### src/rtl/hazard_pkg.sv
// Shared definitions for the hazard/forwarding controller.
//   FWD_*      : operand-mux select encodings driven on fwd_sel_o
//   mc_state_t : multi-cycle unit occupancy state
package hazard_pkg;

  localparam logic [1:0] FWD_RF  = 2'b00;
  localparam logic [1:0] FWD_WB  = 2'b01;
  localparam logic [1:0] FWD_MEM = 2'b10;

  typedef enum logic {
    MC_IDLE,
    MC_BUSY
  } mc_state_t;

endpackage

### src/rtl/fwd_src_sel.sv
// Forwarding select for a single EX operand.
//   src_i/used_i              : EX operand register address and read flag
//   mem_rd_i/mem_regwrite_i   : EX/MEM destination and write enable
//   wb_rd_i/wb_regwrite_i     : MEM/WB destination and write enable
//   sel_o                     : FWD_RF, FWD_MEM or FWD_WB
// MEM is the younger producer, so it always wins over WB.
module fwd_src_sel #(
  parameter int unsigned RegAw = 5
) (
  input  logic [RegAw-1:0] src_i,
  input  logic             used_i,
  input  logic [RegAw-1:0] mem_rd_i,
  input  logic             mem_regwrite_i,
  input  logic [RegAw-1:0] wb_rd_i,
  input  logic             wb_regwrite_i,
  output logic [1:0]       sel_o
);
  import hazard_pkg::*;

  always_comb begin
    sel_o = FWD_RF;
    if (!used_i) begin
      sel_o = FWD_RF;
    end else if (mem_regwrite_i && (mem_rd_i != '0) && (mem_rd_i == src_i)) begin
      sel_o = FWD_MEM;
    end else if (wb_regwrite_i && (wb_rd_i != '0) && (wb_rd_i == src_i)) begin
      sel_o = FWD_WB;
    end
  end

endmodule

### src/rtl/hazard_fwd_unit.sv
// Hazard and forwarding controller for the 5-stage pipeline.
//   clk_i, rst_i           : clock, asynchronous active-high reset
//   id_*                   : decode-stage sources, destination, write enable, multi-cycle flag
//   ex_*                   : execute-stage sources, destination, write/load flags, mc start
//   mem_rd_i/mem_regwrite_i, wb_rd_i/wb_regwrite_i : older producers for forwarding
//   fwd_sel_o              : 2-bit select per EX operand
//   stall_if_o/stall_id_o/flush_ex_o : load-use or scoreboard stall
//   mc_busy_o, mc_wb_valid_o, mc_wb_rd_o : multi-cycle unit status and writeback
module hazard_fwd_unit #(
  parameter int unsigned REG_AW  = 5,
  parameter int unsigned NUM_SRC = 2,
  parameter int unsigned MC_LAT  = 4
) (
  input  logic                      clk_i,
  input  logic                      rst_i,
  input  logic [NUM_SRC*REG_AW-1:0] id_src_i,
  input  logic [NUM_SRC-1:0]        id_src_used_i,
  input  logic [REG_AW-1:0]         id_rd_i,
  input  logic                      id_regwrite_i,
  input  logic                      id_mc_op_i,
  input  logic [NUM_SRC*REG_AW-1:0] ex_src_i,
  input  logic [NUM_SRC-1:0]        ex_src_used_i,
  input  logic [REG_AW-1:0]         ex_rd_i,
  input  logic                      ex_regwrite_i,
  input  logic                      ex_memread_i,
  input  logic                      ex_mc_start_i,
  input  logic [REG_AW-1:0]         mem_rd_i,
  input  logic                      mem_regwrite_i,
  input  logic [REG_AW-1:0]         wb_rd_i,
  input  logic                      wb_regwrite_i,
  output logic [NUM_SRC*2-1:0]      fwd_sel_o,
  output logic                      stall_if_o,
  output logic                      stall_id_o,
  output logic                      flush_ex_o,
  output logic                      mc_busy_o,
  output logic                      mc_wb_valid_o,
  output logic [REG_AW-1:0]         mc_wb_rd_o
);
  import hazard_pkg::*;

  localparam int unsigned CntW    = $clog2(MC_LAT);
  localparam int unsigned NumRegs = 2 ** REG_AW;
  localparam logic [CntW-1:0] CntInit = CntW'(MC_LAT - 1);

  mc_state_t          state_q, state_d;
  logic [CntW-1:0]    cnt_q, cnt_d;
  logic [REG_AW-1:0]  rd_q, rd_d;
  logic [NumRegs-1:0] pending_q, pending_d;

  logic                 busy;
  logic [NUM_SRC*2-1:0] fwd_raw;
  logic                 load_use;
  logic                 sb_raw;
  logic                 sb_stall;
  logic                 stall;

  assign busy = (state_q == MC_BUSY);

  // Forwarding: one compare/priority slice per EX operand.
  for (genvar i = 0; i < NUM_SRC; i++) begin : g_fwd
    fwd_src_sel #(
      .RegAw(REG_AW)
    ) u_fwd_src_sel (
      .src_i         (ex_src_i[i*REG_AW +: REG_AW]),
      .used_i        (ex_src_used_i[i]),
      .mem_rd_i      (mem_rd_i),
      .mem_regwrite_i(mem_regwrite_i),
      .wb_rd_i       (wb_rd_i),
      .wb_regwrite_i (wb_regwrite_i),
      .sel_o         (fwd_raw[i*2 +: 2])
    );
  end

  // Load-use and scoreboard RAW checks over all used ID operands.
  always_comb begin
    load_use = 1'b0;
    sb_raw   = 1'b0;
    for (int i = 0; i < NUM_SRC; i++) begin
      if (id_src_used_i[i]) begin
        if (ex_memread_i && (ex_rd_i != '0) && (ex_rd_i == id_src_i[i*REG_AW +: REG_AW])) begin
          load_use = 1'b1;
        end
        if (pending_q[id_src_i[i*REG_AW +: REG_AW]]) begin
          sb_raw = 1'b1;
        end
      end
    end
  end

  // Pending bits stay set through the completion cycle, so readers release one cycle later.
  assign sb_stall = sb_raw || (id_regwrite_i && pending_q[id_rd_i]) || (id_mc_op_i && busy);
  assign stall    = !rst_i && (load_use || sb_stall);

  assign fwd_sel_o  = rst_i ? '0 : fwd_raw;
  assign stall_if_o = stall;
  assign stall_id_o = stall;
  assign flush_ex_o = stall;

  // State register.
  always_ff @(posedge clk_i or posedge rst_i) begin
    if (rst_i) begin
      state_q   <= MC_IDLE;
      cnt_q     <= '0;
      rd_q      <= '0;
      pending_q <= '0;
    end else begin
      state_q   <= state_d;
      cnt_q     <= cnt_d;
      rd_q      <= rd_d;
      pending_q <= pending_d;
    end
  end

  // Next-state and scoreboard update. A start while busy is ignored.
  always_comb begin
    state_d   = state_q;
    cnt_d     = cnt_q;
    rd_d      = rd_q;
    pending_d = pending_q;
    unique case (state_q)
      MC_IDLE: begin
        if (ex_mc_start_i) begin
          state_d = MC_BUSY;
          cnt_d   = CntInit;
          rd_d    = ex_rd_i;
          if (ex_rd_i != '0) begin
            pending_d[ex_rd_i] = 1'b1;
          end
        end
      end
      MC_BUSY: begin
        if (cnt_q != '0) begin
          cnt_d = cnt_q - CntW'(1);
        end else begin
          state_d         = MC_IDLE;
          pending_d[rd_q] = 1'b0;
        end
      end
      default: state_d = MC_IDLE;
    endcase
    pending_d[0] = 1'b0;
  end

  // Outputs from registered state only.
  always_comb begin
    mc_busy_o     = busy;
    mc_wb_valid_o = busy && (cnt_q == '0);
    mc_wb_rd_o    = mc_wb_valid_o ? rd_q : '0;
  end

endmodule

### config.mk
export PLATFORM = sky130hd
export DESIGN_NAME = hazard_fwd_unit
export DESIGN_NICKNAME = d
export VERILOG_FILES = /design/src/rtl/hazard_pkg.sv /design/src/rtl/fwd_src_sel.sv /design/src/rtl/hazard_fwd_unit.sv
export SDC_FILE = /design/constraint.sdc
export NUM_CORES = 1
export LEC_CHECK = 0
export ABC_AREA = 1
export CAP_MARGIN = 0
export CELL_PAD_IN_SITES_DETAIL_PLACEMENT = 1
export CELL_PAD_IN_SITES_GLOBAL_PLACEMENT = 2
export CORE_ASPECT_RATIO = 1.4
export CORE_MARGIN = 1
export CORE_UTILIZATION = 27
export CTS_BUF_LIST = sky130_fd_sc_hd__clkbuf_16
export DETAILED_ROUTE_END_ITERATION = 6
export PLACE_DENSITY = 0.87
export SYNTH_ARGS = -nofsm -noshare
export SYNTH_HDL_FRONTEND = slang
export SYNTH_SLANG_ARGS = --single-unit
### constraint.sdc
create_clock -name clk_i -period 3.2 [get_ports clk_i]
set_input_delay 0.64 -clock clk_i [delete_from_list [all_inputs] [get_ports clk_i]]
set_output_delay 0.64 -clock clk_i [all_outputs]
set_load 0.01 [all_outputs]
# [After elaboration in Yosys (flattened, before gate mapping)]
# Index checks and enable logic that the tools add are counted.
[word_totals] regBits=39 inputBits=53 output_inout_bits=14
[classes] addsub=1 n_lt_le_gt_ge=7 eq_ne=10 n_mux=36 bitwise=4 reduce_logical=27
[op_table] op="32-bit 2-to-1 mux" n=3
[op_table] op="32-bit one-hot mux with 2 select lines" n=1
[op_table] op="32-bit AND" n=1
[op_table] op="32-bit inverter" n=1
[op_table] op="32-bit bitwise OR" n=1
[op_table] op="5-bit == test" n=6
[op_table] op="5-bit by 6-bit < comparator with 1-bit output (second input constant)" n=5
[op_table] op="1-bit 2-to-1 mux" n=17
[op_table] op="1-bit binary-select mux with 5-bit select" n=3
[op_table] op="1-bit logical AND" n=15
[op_table] op="5-bit nonzero test" n=3
[op_table] op="2-bit 2-to-1 mux" n=6
[op_table] op="1-bit demux with 5-bit select" n=2
[op_table] op="5-bit by 1-bit greater-or-equal comparator with 1-bit output (second input constant)" n=2
[op_table] op="2-bit != test (second input constant)" n=3
[op_table] op="5-bit 2-to-1 mux" n=1
[op_table] op="4-bit 2-to-1 mux" n=1
[op_table] op="2-bit one-hot mux with 2 select lines" n=1
[op_table] op="2-bit AND reduction" n=2
[op_table] op="1-bit logical OR" n=3
[op_table] op="3-bit AND reduction" n=1
[op_table] op="2-bit logical NOT" n=1
[op_table] op="2-bit by 1-bit != test with 1-bit output (second input constant)" n=1
[op_table] op="1-bit one-hot mux with 2 select lines" n=1
[op_table] op="4 further kinds" n=4

# [Depth between registers and ports, before layout]
# Gate-level depths: netlist (run 1).
[logic_depth] word_depth=10 ltp_mapped=13 ltp_nobuf=11

# [By module]
# Synthesis (run 1) repeated with hierarchy kept, for this count alone.
[hier_totals] hier_cells=586 hier_area_um2=3405.8
[by_module_without_submodules] mod="hazard_fwd_unit" n_inst=1 cells_each=466 area_per_inst_um2=2925.3
[by_module_without_submodules] mod="fwd_src_sel" n_inst=2 cells_each=60 area_per_inst_um2=240.2

# [Worst setup path after synthesis (run 1)]
# OpenSTA, ideal clock, no wires.
[synth_path] kind="input -> output" from="in rst_i" to="out fwd_sel_o[0]" arrival_ns=2.306 required_time_ns=2.560 path_slack_ns=0.254 stages=5 path_buffers=0 cell_sequence="inv_1 > nand2_1 > a2111oi_0 > nand3_1 > nor2_1"
[synth_between] elab_chain_len=1
[synth_rtl] item="from (decl)" line_no="hazard_fwd_unit.sv:15" text="input logic rst_i,"
[synth_rtl] item="4-bit 2-to-1 mux" line_no="hazard_fwd_unit.sv:94" text="assign fwd_sel_o = rst_i ? '0 : fwd_raw;"
[synth_rtl] item="to (decl)" line_no="hazard_fwd_unit.sv:31" text="output logic [NUM_SRC*2-1:0] fwd_sel_o,"
# Every way passes these cells.

# [Worst setup path after layout (run 1)]
[layout_path] from="in id_src_i[0]" to="out stall_id_o"
[layout_between] elab_chain_len=10
[layout_rtl] item="from (decl)" line_no="hazard_fwd_unit.sv:16" text="input logic [NUM_SRC*REG_AW-1:0] id_src_i,"
[layout_rtl] item="1-bit binary-select mux with 5-bit select" line_no="hazard_fwd_unit.sv:83" text="if (pending_q[id_src_i[i*REG_AW +: REG_AW]]) begin"
[layout_rtl] item="1-bit 2-to-1 mux (not written as such)" line_no="hazard_fwd_unit.sv:83"
[layout_rtl] item="1-bit 2-to-1 mux" line_no="hazard_fwd_unit.sv:83"
[layout_rtl] item="1-bit 2-to-1 mux" line_no="hazard_fwd_unit.sv:79" text="if (id_src_used_i[i]) begin"
[layout_rtl] item="1-bit 2-to-1 mux" line_no="hazard_fwd_unit.sv:83"
[layout_rtl] item="1-bit 2-to-1 mux" line_no="hazard_fwd_unit.sv:79"
[layout_rtl] item="1-bit logical OR (2 in a row)" line_no="hazard_fwd_unit.sv:91" text="assign sb_stall = sb_raw || (id_regwrite_i && pending_q[id_rd_i]) || (id_mc_op_i && busy);"
[layout_rtl] item="1-bit logical OR (*)" line_no="hazard_fwd_unit.sv:92" text="assign stall = !rst_i && (load_use || sb_stall);"
[layout_rtl] item="1-bit logical AND (*)" line_no="hazard_fwd_unit.sv:92"
[layout_rtl] item="to (decl)" line_no="hazard_fwd_unit.sv:33" text="output logic stall_id_o,"
# Mark *: on every way between the ends. The rest lies on a longest branch, timed or not. The select of a mux whose other input is x is not followed.

==> impl_metrics.tcl, run 1 <==
set metrics [dict create \
    run_status "complete, no violations" \
    critical_path_class "in2out" \
    htree_levels 2 \
    synth_top_family_by_area "simple AND/OR/NAND/NOR gates" \
    synthArstFlopShare_pct 100 \
    n_fill_cell 1534 \
    critPathCaptureType "output port" \
    regArea_sq_um 976 \
    synth-simple-area-share_pct 39.2 \
    worst_pin_slew_ps 513 \
    clock_latency_ps 290 \
    synth_top_area_cell "dfrtp_1" \
    dpl_cell_area_sq_um 4250 \
    synth_ff_type "dfrtp_1" \
    die_h_microns 132 \
    p_total_uw 2460 \
    die_x_microns 94.7 \
    cts-root-buf "clkbuf_16" \
    period_share_pct 93.4 \
    vdd_ir_drop_max_mv 0.375 \
    drc 0 \
    coreArea_sq_um 11800 \
    dp_hpwl_microns 10700 \
    multi_input_area_sq_um 1940 \
    drt_iter0_drc 136 \
    clkTransAtPathRegs_ps 50 \
    power_frac_clock_pct 19.3 \
    p_leak_uw 0.00214 \
    synth-seq-cells 39 \
    cp-start-kind "input pin" \
    synth_xor_xnor_area_share_pct 4.32 \
    crit_start "id_src_i[0]" \
    grt_max_degree 40 \
    finalClockSkew_ps 2.64 \
    p_per_area_nw_per_um2 552 \
    rows 47 \
    r2r-end "pending_q[27]" \
    fmax_mhz 335 \
    fin_nets 659 \
    grt_setup_unrepaired "no" \
    netlist_area_sq_um 3250 \
    critPathCapture "stall_id_o" \
    critPathArrivalTime_ps 2350 \
    synth_edf_count 0 \
    wl_per_cell_microns 17.1 \
    period_needed_ps 2990 \
    postLayoutCellArea_sq_um 4450 \
    viasPerCell 5.08 \
    grt_pass1_wl_microns 21000 \
    clock_path_buffers 2 \
    io_pins 67 \
    synth_top_area_share_pct 30.1 \
    port_buffers 65 \
    layout-drive-gt1-share_pct 11.7 \
    yosysSeqAreaShare_pct 30.1 \
    final_max_slew_viol_count 0 \
    routed_wl_microns 12900 \
    synthMuxAreaShare_pct 0 \
    setup_viol 0 \
    finalHoldViolCount 0 \
    drtAntennaViolNets 0 \
    syn_avg_cell_area_sq_um 6.34 \
    clock_sinks 39 \
    synth-compound-area-share_pct 13.6 \
    hp-class "reg2reg" \
    path_max_fanout 13 \
    antenna_found_initial 0 \
    vias 3823 \
    crit_required_ps 2560 \
    switchingPower_uw 1070 \
    maxSlewHeadroom_pct 65.8 \
    cts_tree "yes" \
    dr.pass1.iters 6 \
    combPwrFrac_pct 46.1 \
    p_int_uw 1390 \
    synthAdderAreaFrac_pct 0.386 \
    grt_pass1_vias 4190 \
    synth_fp_nets 566 \
    hold_ws_ps 498 \
    reg2regPathDepth 7 \
    netlist_instances 512 \
    numCtsBuffers 5 \
    start_util_pct 27.6 \
    postCtsSetupBuffers 0 \
    synth_cell_types 31 \
    r2r_slack_ps 1380 \
    grt-ovfl-total 0 \
    yosys-top-cells-area "dfrtp_1 (30%), nand3_1 (16%), nand2_1 (15%)" \
    p_seq_share_pct 34.6 \
    insertedDiodeCount 0 \
    switching_share_pct 43.5 \
    max_cap_violations 0 \
    syn_to_final_growth_pct 37.2 \
    hold_depth 2 \
    dieArea_sq_um 12500 \
    synthesis.yosys.warnings 0 \
    hold_buffers 0 \
    r2r-start "cnt_q[0]" \
    grt_usage_pct 21.7 \
    gp_congestion 0.918 \
]
[layout by cell type, fill, tap and decap left out, types with 4 or more instances in the layout]
| cell type | count |
|---|---|
| buf_4 | 33 |
| clkbuf_16 | 5 |
| clkdlybuf4s50_1 | 58 |
| dfrtp_1 | 39 |
| inv_1 | 65 |
| nand2_1 | 132 |
| nand3_1 | 100 |
| nor2_1 | 37 |
| nor3_1 | 5 |
| o21ai_0 | 56 |
| o21ai_1 | 6 |
| o22ai_1 | 4 |
| xnor2_1 | 4 |
| xor2_1 | 12 |
[metrics by stage]
step	setup slack [ps]	TNS, ps	instances	utilization [%]
after floorplan	254	0	512	-
after global placement	-267	-847	745	36.2
after detailed placement	-348	-1190	745	36.2
after CTS	2.75	0	753	37.4
after global routing	59.5	0	753	37.9
final	212	0	753	37.9
[cells by family after synthesis]
family | count (synthesis)
XOR/XNOR | 16
adder cells (fa/ha/maj) | 1
AND/OR/NAND/NOR | 291
buffers and inverters | 84
AO/OA/AOI/OAI | 81
flip-flops | 39
[worst min-delay path by stage]
stage | slack [ps] | endpoint | from
global route | 540 | pending_q[12] | pending_q[12]
finish | 500 | rd_q[0] | rd_q[0]
detailed placement | 490 | rd_q[0] | rd_q[0]
global placement | 470 | rd_q[0] | rd_q[0]
CTS | 500 | rd_q[0] | rd_q[0]
floorplan | 450 | rd_q[0] | rd_q[0]
[final cells by class]
type | instances | area share [%]
Multi-Input combinational cell | 389 | 43.5
Sequential cell | 39 | 21.9
Timing Repair Buffer | 101 | 21.3
Inverter | 69 | 6.04
Tap cell | 147 | 4.13
Clock buffer | 5 | 2.81
Clock inverter | 3 | 0.281
[repair_timing]
action                     CTS  global route
resized for setup            6            25
setup endpoints to repair    5             6
pin swaps                    0             0
[cells in the mapped netlist, drive strengths merged (4+ instances only)]
library cell / count
nand2: 135
nand3: 103
inv: 69
o21ai: 63
dfrtp: 39
nor2: 39
buf: 15
xor2: 12
nor3: 6
o22ai: 4
xnor2: 4
[routing by layer]
layer | up-vias | track usage (%) | part of all wire [%]
met2 | 64 | 39.6 | 54
li1 | 1866 | - | -
met3 | 33 | 2.55 | 2.0
met5 | - | 0 | 0
met4 | 0 | 10.5 | 4.1
met1 | 1860 | 24.1 | 40
[power by group through the flow]
stage | Clock, uW | Sequential [uW] | Combinational [uW]
after detailed placement | 0 | 858 | 1120
final | 476 | 850 | 1130
after floorplan | 0 | 804 | 712
after CTS | 479 | 851 | 1130
after global placement | 0 | 850 | 1070
after global routing | 498 | 879 | 1300
[critical path: stages]
cell and delay (ps):
clkdlybuf4s50_1 400, buf_4 160, buf_12 140, nand2_1 60
nand3_1 70, nand3_1 130, nand3_1 160, nand3_1 120
nand3_1 70, nand2_1 80, nor2_2 40, nor2_2 110
clkbuf_2 150
[registers in the layout, summed over array words and instances (netlist names)]
register   count
cnt_q          2
mc_busy_o      1
pending_q     31
rd_q           5
Power figures use the tool's default switching activity.
==> run 2: changes to the inputs <==
- SLEW_MARGIN: unset -> 30
==> results of run 2 <==
No change in the layout: final DEF, timing and power equal those of run 1.
